**config.mk**
```make
export PLATFORM = sky130hd
export DESIGN_NAME = answer_entry
export DESIGN_NICKNAME = d
export VERILOG_FILES = /design/src/rtl/game_pkg.sv /design/src/rtl/key_debounce.sv /design/src/rtl/answer_entry.sv
export SDC_FILE = /design/constraint.sdc
export NUM_CORES = 1
export LEC_CHECK = 0
export BUFFER_PORTS_ARGS = -buffer_cell sky130_fd_sc_hd__buf_2
export CORE_ASPECT_RATIO = 1.2
export CORE_MARGIN = 3
export CORE_UTILIZATION = 50
export CTS_CLUSTER_SIZE = 10
export DETAILED_ROUTE_END_ITERATION = 8
export PLACE_DENSITY = 0.67
export SLEW_MARGIN = 15
export SYNTH_ARGS = -nofsm -noshare
export SYNTH_HDL_FRONTEND = slang
export SYNTH_SLANG_ARGS = --single-unit
```
**constraint.sdc**
```tcl
create_clock -name clk -period 3.25 [get_ports clk]
set_input_delay 0.4875 -clock clk [delete_from_list [all_inputs] [get_ports clk]]
set_output_delay 0.4875 -clock clk [all_outputs]
set_load 0.01 [all_outputs]
```
**src/rtl/game_pkg.sv**
```systemverilog
// Shared constants, state encoding and BCD helper for the reaction/memory game.
package game_pkg;

  localparam int DEFAULT_DEBOUNCE_CYCLES = 500000;    // 10 ms at 50 MHz
  localparam int DEFAULT_HOLD_CYCLES     = 50000000;  // 1 s at 50 MHz

  localparam logic [3:0] BCD_MAX = 4'd9;

  typedef logic [1:0] state_t;

  localparam state_t ST_IDLE    = 2'd0;
  localparam state_t ST_EDIT    = 2'd1;
  localparam state_t ST_CHECK   = 2'd2;
  localparam state_t ST_CHECKED = 2'd3;

  function automatic logic [3:0] bcd_inc(input logic [3:0] d);
    return (d >= BCD_MAX) ? 4'd0 : d + 4'd1;
  endfunction

endpackage

```
**src/rtl/key_debounce.sv**
```systemverilog
// Active-low pushbutton conditioner: 2-flop synchroniser, stability counter and
// a one-cycle press pulse issued on the debounced 1->0 transition.
module key_debounce
  import game_pkg::*;
#(
  parameter int DEBOUNCE_CYCLES = DEFAULT_DEBOUNCE_CYCLES
) (
  input  logic clk,
  input  logic resetn,
  input  logic key_n,
  output logic press
);

  localparam int              CW       = (DEBOUNCE_CYCLES > 1) ? $clog2(DEBOUNCE_CYCLES) : 1;
  localparam logic [CW-1:0]   CNT_LAST = CW'(DEBOUNCE_CYCLES - 1);

  logic          sync1_reg;
  logic          sync2_reg;
  logic          level_reg;
  logic [CW-1:0] cnt_reg;
  logic          settle;

  // The pulse is decoded from the flip condition so the consumer acts on the
  // same edge the debounced level changes.
  assign settle = (sync2_reg != level_reg) && (cnt_reg == CNT_LAST);
  assign press  = settle && level_reg;

  always_ff @(posedge clk or negedge resetn) begin
    if (!resetn) begin
      sync1_reg <= 1'b1;
      sync2_reg <= 1'b1;
      level_reg <= 1'b1;
      cnt_reg   <= '0;
    end else begin
      sync1_reg <= key_n;
      sync2_reg <= sync1_reg;
      if (sync2_reg == level_reg) begin
        cnt_reg <= '0;
      end else if (settle) begin
        level_reg <= sync2_reg;
        cnt_reg   <= '0;
      end else begin
        cnt_reg <= cnt_reg + 1'b1;
      end
    end
  end

endmodule

```
**src/rtl/answer_entry.sv**
```systemverilog
// Player answer entry: three debounced keys dial a two-digit BCD answer, which is
// compared with the displayed target on submit and held for a fixed time.
module answer_entry
  import game_pkg::*;
#(
  parameter int DEBOUNCE_CYCLES = DEFAULT_DEBOUNCE_CYCLES,
  parameter int HOLD_CYCLES     = DEFAULT_HOLD_CYCLES
) (
  input  logic       clk,
  input  logic       resetn,
  input  logic       key_inc_n,
  input  logic       key_next_n,
  input  logic       key_submit_n,
  input  logic       active,
  input  logic [3:0] target_ones,
  input  logic [3:0] target_tens,
  output logic [3:0] entry_ones,
  output logic [3:0] entry_tens,
  output logic       digit_sel,
  output logic       result_valid,
  output logic       result_match,
  output logic       busy
);

  localparam int            HW        = (HOLD_CYCLES > 1) ? $clog2(HOLD_CYCLES) : 1;
  localparam logic [HW-1:0] HOLD_LAST = HW'(HOLD_CYCLES - 1);

  // Key index: 0 = inc, 1 = next, 2 = submit
  logic [2:0] keys_n;
  logic [2:0] press;

  assign keys_n = {key_submit_n, key_next_n, key_inc_n};

  generate
    for (genvar gi = 0; gi < 3; gi++) begin : g_key
      key_debounce #(
        .DEBOUNCE_CYCLES(DEBOUNCE_CYCLES)
      ) u_key (
        .clk   (clk),
        .resetn(resetn),
        .key_n (keys_n[gi]),
        .press (press[gi])
      );
    end
  endgenerate

  logic do_submit;
  logic do_next;
  logic do_inc;

  assign do_submit = press[2];
  assign do_next   = press[1] && !press[2];
  assign do_inc    = press[0] && !press[1] && !press[2];

  state_t        state_reg;
  logic [3:0]    ones_reg;
  logic [3:0]    tens_reg;
  logic          sel_reg;
  logic [3:0]    tgt_ones_reg;
  logic [3:0]    tgt_tens_reg;
  logic          valid_reg;
  logic          match_reg;
  logic [HW-1:0] hold_cnt_reg;

  always_ff @(posedge clk or negedge resetn) begin
    if (!resetn) begin
      state_reg    <= ST_IDLE;
      ones_reg     <= '0;
      tens_reg     <= '0;
      sel_reg      <= 1'b0;
      tgt_ones_reg <= '0;
      tgt_tens_reg <= '0;
      valid_reg    <= 1'b0;
      match_reg    <= 1'b0;
      hold_cnt_reg <= '0;
    end else begin
      valid_reg <= 1'b0;
      case (state_reg)
        ST_IDLE: begin
          ones_reg  <= '0;
          tens_reg  <= '0;
          sel_reg   <= 1'b0;
          match_reg <= 1'b0;
          if (active) state_reg <= ST_EDIT;
        end
        ST_EDIT: begin
          // Losing the round outranks any key event in the same cycle.
          if (!active) begin
            ones_reg  <= '0;
            tens_reg  <= '0;
            sel_reg   <= 1'b0;
            state_reg <= ST_IDLE;
          end else if (do_submit) begin
            tgt_ones_reg <= target_ones;
            tgt_tens_reg <= target_tens;
            state_reg    <= ST_CHECK;
          end else if (do_next) begin
            sel_reg <= !sel_reg;
          end else if (do_inc) begin
            if (sel_reg) tens_reg <= bcd_inc(tens_reg);
            else         ones_reg <= bcd_inc(ones_reg);
          end
        end
        ST_CHECK: begin
          match_reg    <= (ones_reg == tgt_ones_reg) && (tens_reg == tgt_tens_reg);
          valid_reg    <= 1'b1;
          hold_cnt_reg <= '0;
          state_reg    <= ST_CHECKED;
        end
        ST_CHECKED: begin
          if (hold_cnt_reg == HOLD_LAST) begin
            hold_cnt_reg <= '0;
            ones_reg     <= '0;
            tens_reg     <= '0;
            sel_reg      <= 1'b0;
            match_reg    <= 1'b0;
            state_reg    <= active ? ST_EDIT : ST_IDLE;
          end else begin
            hold_cnt_reg <= hold_cnt_reg + 1'b1;
          end
        end
        default: state_reg <= ST_IDLE;
      endcase
    end
  end

  assign entry_ones   = ones_reg;
  assign entry_tens   = tens_reg;
  assign digit_sel    = sel_reg;
  assign result_valid = valid_reg;
  assign result_match = match_reg;
  assign busy         = (state_reg == ST_CHECKED);

endmodule

```
# --- Word-level counts from Yosys, hierarchy flattened ---
# Index checks and enable logic that the tools add are counted.
# Widths: inputs -> output; s select.
word_totals:
  elab_cells: 118
  reg_bits: 113
  input_bits: 14
op_classes:
  n_eq_ne: 24
  mux: 36
  n_reduce_logical: 26
  bitwise: 3
  n_addsub: 6
  order_cmp: 2
op_table:
  columns: ["op", "n"]
  rows:
  - ["$mux 19", 6]
  - ["$add 19x1->19 const B", 3]
  - ["$eq 19x19->1 const B", 3]
  - ["$mux 4", 13]
  - ["$pmux 26 s2", 1]
  - ["$add 26x1->26 const B", 1]
  - ["$eq 26x26->1 const B", 1]
  - ["$mux 26", 1]
  - ["$pmux 4 s3", 2]
  - ["$ne 3x3->1 const B", 7]
  - ["$reduce_and 6->1", 2]
  - ["$logic_and 1x1->1", 10]
  - ["$add 4x1->4 const B", 2]
  - ["$eq 4x4->1", 2]
  - ["$ge 4x4->1 const B", 2]
  - ["$mux 2", 4]
  - ["$pmux 2 s4", 1]
  - ["$reduce_and 2->1", 4]
  - ["$mux 1", 6]
  - ["$pmux 1 s3", 2]
  - ["$reduce_and 3->1", 2]
  - ["$reduce_bool 3->1", 2]
  - ["$eq 2x2->1 const B", 2]
  - ["$reduce_and 4->1", 1]
  - ["other kinds (9)", 17]

# --- Longest topological paths before layout ---
depth:
  depth_word: 11
  ltp_mapped: 10

# --- Cells and area by module ---
# A second synthesis with hierarchy kept.
hier_totals:
  cells_unflattened: 594
  hier_area_um2: 6048.3
modules_own_cells:
  columns: ["module", "cells_per_inst", "n_inst", "seq_area_each_um2", "area_per_inst_um2"]
  rows:
  - ["answer_entry", 283, 1, 1176.1, 2740.1]
  - ["key_debounce (g_key[0].u_key ...)", 103, 2, 554.3, 1106.1]
  - ["key_debounce (g_key[2].u_key)", 105, 1, 554.3, 1096.1]

# --- Worst setup path before layout ---
# OpenSTA, ideal clock, no wires.
synth_path:
  kind: "register -> register"
  start: "reg g_key[1].u_key.cnt_reg[0]"
  end: "reg ones_reg[1] (netlist: entry_ones[1])"
  slack_ns: 1.018
  synth_period_minus_slack_ns: 2.232
  setup_ns: 0.076
  arrival_time_ns: 2.156
  n_path_buf: 1
  path_stages_with_launch: 9
  path_cell_list: "dfrtp_1 ha_1 and3_1 buf_2 and4_1 a311oi_2 nand3b_2 or4_1 o21ai_1"
synth_via:
  elab_chain_len: 8
  elab_cells_between_ends: 10
  cone_classes: "eq/ne (3); reduce/logical (7)"
synth_lines:
  columns: ["element", "line", "rtl"]
  rows:
  - ["from (decl)", "key_debounce.sv:20", "logic [CW-1:0] cnt_reg;"]
  - ["from (signal assigned)", "key_debounce.sv:43", "cnt_reg <= cnt_reg + 1'b1;"]
  - ["$eq 19x19->1 (*)", "key_debounce.sv:25", "assign settle = (sync2_reg != level_reg) && (cnt_reg == CNT_LAST);"]
  - ["$logic_and 1x1->1 (*)", "key_debounce.sv:25", null]
  - ["$logic_and 1x1->1 (*)", "key_debounce.sv:26", "assign press = settle && level_reg;"]
  - ["$logic_not 1->1", "answer_entry.sv:53", "assign do_inc = press[0] && !press[1] && !press[2];"]
  - ["$logic_and 1x1->1 (2 in a row)", "answer_entry.sv:53", null]
  - ["$ne 3x3->1 (no line)", null, null]
  - ["$reduce_and 6->1 (no line) (*)", null, null]
  - ["to (signal assigned)", "answer_entry.sv:101", "else ones_reg <= bcd_inc(ones_reg);"]
  - ["to (decl)", "answer_entry.sv:56", "logic [3:0] ones_reg;"]
# Mark *: on every way between the ends. The rest lies on a longest branch, timed or not.
# A chain may end at the register's enable or synchronous reset.

# --- Worst setup path in the final report ---
layout_path:
  start: "reg hold_cnt_reg[0]"
  end: "reg state_reg[0]"
layout_via:
  elab_chain_len: 3
layout_lines:
  columns: ["element", "line", "rtl"]
  rows:
  - ["from (decl)", "answer_entry.sv:63", "logic [HW-1:0] hold_cnt_reg;"]
  - ["from (signal assigned)", "answer_entry.sv:119", "hold_cnt_reg <= hold_cnt_reg + 1'b1;"]
  - ["$eq 26x26->1", "answer_entry.sv:111", "if (hold_cnt_reg == HOLD_LAST) begin"]
  - ["$ne 2x1->1 (no line)", null, null]
  - ["$reduce_and 3->1 (no line)", null, null]
  - ["to (signal assigned)", "answer_entry.sv:117", "state_reg <= active ? ST_EDIT : ST_IDLE;"]
  - ["to (decl)", "answer_entry.sv:55", "state_t state_reg;"]
# Every way passes these cells.

==> metrics.md <==
| Metric | Value |
|---|---|
| Result of the run | finished, final reports clean |
| TNS Setup | 0 ns |
| First-pass DRT Iterations | 5 |
| Number of cells in the finished layout apart from fillers | 801 |
| Hold buffers post-CTS | 0 |
| Number of enable flip-flop cells after synthesis | 0 |
| Initial core utilization | 52.2% |
| Final routed wirelength across all metal layers | 12500 um |
| Maximum VDD drop | 0.000446 V |
| Worst r2r src | hold_cnt_reg[0] |
| Routed via count | 4615 |
| Final HPWL DP | 8460 um |
| Global-route wire length before repair | 21800 um |
| Top-Level Pins | 26 |
| Peak clock frequency supported by timing | 0.382 GHz |
| Start point of the critical path | hold_cnt_reg[0] |
| Power after layout | 3670 uW |
| Final number of max-transition violations | 0 |
| Post-synthesis instance total | 603 |
| Quantity of I/O buffers inserted on ports | 25 |
| Number of sinks handled by clock tree synthesis | 113 |
| Slew Limit Headroom | around 54% |
| Crit-path leading delay family | compound AO/OA/AOI/OAI gates |
| Floorplan die area | roughly 0.013 mm2 |
| Final weighted congestion of routability-driven global placement | 0.863 |
| Syn avg cell area | 9.78 um2 |
| Mapped cell area | 0.00590 mm2 |
| Top flip-flop cell by instance count after synthesis | sky130_fd_sc_hd__dfrtp_1 |
| Worst clock skew | approximately 0.0079 ns |
| Required @ worst endpoint | roughly 3.6 ns |
| Count of unique library cells instantiated by Yosys | 60 |
| Max FFs per register | 57 |
| Number of synthesis warnings | 0 |
| Placed cell count | roughly 770 |
| Residual DRC | 0 |
| Async set-reset flop share out of synthesis | 100% |
| Min Tclk post-route | 2.62 ns |
| Synthesized Nets | 633 |
| Biggest area consumer among synthesized cells | sky130_fd_sc_hd__dfrtp_1 |
| Class of the tightest hold or removal check | in2async |
| Vias per cell | 5.76 |
| DR WL/cell | 15.6 um |
| Final worst-path cycle share | 80.6% |
| Portion of the post-synthesis area used by sequential elements | 48.1% |
| Number of violations reported at the end of detailed-routing iteration 0 | 279 |
| CTS root buffer | sky130_fd_sc_hd__clkbuf_16 |
| GRT met2 Usage | roughly a third |
| Layer carrying the most global-route usage | met2 |
| Count of endpoints failing setup in the final report | 0 |
| Die extent in x | 105 um |
| Filler cells | 947 |
| Met3 Track Usage GR | 4.64% |
| Met1 usage in global routing | 24.6% |
| Hold slack final | 0.0981 ns |
| Data arrival time at the worst-slack endpoint | a little under 3 ns |
| Clock transition time at the flip-flop clock pins of the worst setup and hold paths | approximately 0.050 ns |
| Areal power density over the cells | 538 mW/mm2 |
| Buffer and inverter count on the worst path | 0 |
| Crit path max fanout | 16 |
| Core outline area | 0.0113 mm2 |
| NumNets Final | 664 |
| # resized after CTS | 0 |
| Layout cells sized above 1 | 15.0% |
| Count of buffers added by post-CTS timing repair for setup | 0 |
| Maximum root-to-sink buffer count | 2 |
| Endpoint class of the critical path | flip-flop |
| Slew at the pin with the worst max-slew slack | about 0.69 ns |
| Unrepaired setup endpoints after global routing | false |
| Number of buffers created by CTS | 17 |
| ANT nets after route | 0 |
| Crit-path cells | ha_1 -> and3_1 -> nand2_1 -> o41a_1 -> a21oi_2 -> or3b_1 -> a22oi_1 |
| Global route total overflow | 0 |
| Number of rows created at floorplan | 42 |
| Count of inserted antenna diode cells | 0 |
| # Max-Cap Violations | 0 |
| Vias in the first global route | 4675 |
| Total of flip-flops plus latches after synthesis | 113 |
| GRT Resource Usage Total | 20.5% |
| Area growth from synthesis to final layout | 15.9% |
| Leading cell types by total area after synthesis | sky130_fd_sc_hd__dfrtp_1 44%, sky130_fd_sc_hd__xor2_1 5.2%, sky130_fd_sc_hd__nor2_1 4.3%, sky130_fd_sc_hd__dfstp_2 4.0%, sky130_fd_sc_hd__o21ai_0 3.8% |
| Clock latency at the later pin of the worst-skew pair | 0.41 ns |
| H-Tree Level Count | 4 |
| Leakage | 0.00303 uW |
| Number of hold violations in the final report | 0 |
| Kind of critical path | reg2reg |
| Post-layout util | a little over 60% |
| Worst path slowest cell | sky130_fd_sc_hd__o41a_1 |
| Yosys top cell area share | ~44% |
| Clock tree from TritonCTS | yes |
| Nature of the critical path startpoint | flip-flop |
| Largest stage delay on the critical path | slightly above 0.7 ns |
| Largest net degree at the start of global routing | 48 |
| Height of the die | 125 um |
| Initial antenna violation count | 0 |
power breakdown:
part	internal (uW)	switching [uW]	total, uW
Sequential	1430	20.1	1450
Combinational	76.9	157	234
Clock	1360	631	1990
cell usage in the layout, fill, tap and decap left out, drive strengths merged, types with 7 or more instances in the layout:
cell / count
a31oi: 11
and3: 20
o31ai: 8
dfrtp: 104
nand2: 51
xnor2: 18
o21ai: 52
nand3: 29
and4: 12
xor2: 35
inv: 14
clkbuf: 22
nand4: 20
dfstp: 9
or3: 9
nor2: 68
buf: 33
a21oi: 23
nor4: 7
mux2: 11
nor3: 9
ha: 16
layer usage:
layer,vias up,wire length (um)
met5,-,0
met4,0,294
met3,30,395
met2,85,6420
met1,2258,5380
li1,2242,-
cell usage after synthesis, drive strengths merged, types with 3 or more instances:
| master | number |
|---|---|
| mux2 | 11 |
| nand4b | 3 |
| o21a | 3 |
| and4 | 12 |
| xor2 | 35 |
| dfrtp | 104 |
| or2 | 3 |
| nand3 | 29 |
| nor2 | 68 |
| nand4 | 20 |
| inv | 14 |
| xnor2 | 18 |
| nand3b | 3 |
| nor2b | 5 |
| nor3 | 9 |
| dfstp | 9 |
| nand2b | 3 |
| a31oi | 11 |
| clkbuf | 12 |
| a21oi | 23 |
| o31ai | 8 |
| and3 | 20 |
| or3 | 9 |
| o41ai | 3 |
| nor4 | 7 |
| nor4b | 3 |
| nand2 | 51 |
| and2 | 4 |
| o21ai | 52 |
| ha | 16 |
| buf | 9 |
final timing paths:
path | endpoint | slack (ns) | cells after the start
worst max-delay path | state_reg[0] | 0.63 | 7
worst min-delay path | g_key[0].u_key.cnt_reg[15] | 0.1 | 1
worst max register to register | state_reg[0] | 0.63 | 7
worst min register to register | g_key[1].u_key.sync2_reg | 0.35 | 0
max in group asynchronous | g_key[0].u_key.sync2_reg | 2.37 | 2
min in group clk | g_key[0].u_key.sync1_reg | 0.17 | 1
cell families (layout without fill, tap and decap cells):
group                      Yosys count  count (layout)  share of synthesized area [%]
muxes                               11              11                           2.10
adders and majority gates           16              16                           3.39
AOI/OAI and AO/OA                  115             115                           11.9
and+or+nand+nor                    260             260                           23.8
buffers and inverters               35              79                           2.72
xor gates and xnor gates            53              53                           7.87
DFF                                113             113                           48.1
stage by stage:
step | setup slack (ns) | instance area, um2
CTS | 0.631 | 6830
detailed placement | 0.650 | 6190
global route | 0.441 | 6830
finish | 0.631 | 6830
floorplan | 1.02 | 5900
global placement | 0.724 | 6190
area by class of cell:
| class | count | area [um2] | area share [%] |
|---|---|---|---|
| Tap cell | 154 | 193 | 2.82 |
| Sequential cell | 113 | 2840 | 41.5 |
| Clock inverter | 10 | 155 | 2.27 |
| Inverter | 14 | 52.6 | 0.769 |
| Multi-Input combinational cell | 455 | 2910 | 42.6 |
| Clock buffer | 22 | 484 | 7.09 |
| Timing Repair Buffer | 33 | 200 | 2.93 |
worst register-to-register path: stages (launching register included):
cell and delay (ns):
sky130_fd_sc_hd__dfrtp_1 0.41, sky130_fd_sc_hd__ha_1 0.20, sky130_fd_sc_hd__and3_1 0.26, sky130_fd_sc_hd__nand2_1 0.15, sky130_fd_sc_hd__o41a_1 0.71, sky130_fd_sc_hd__a21oi_2 0.28, sky130_fd_sc_hd__or3b_1 0.37, sky130_fd_sc_hd__a22oi_1 0.16
Power figures use the tool's default switching activity.
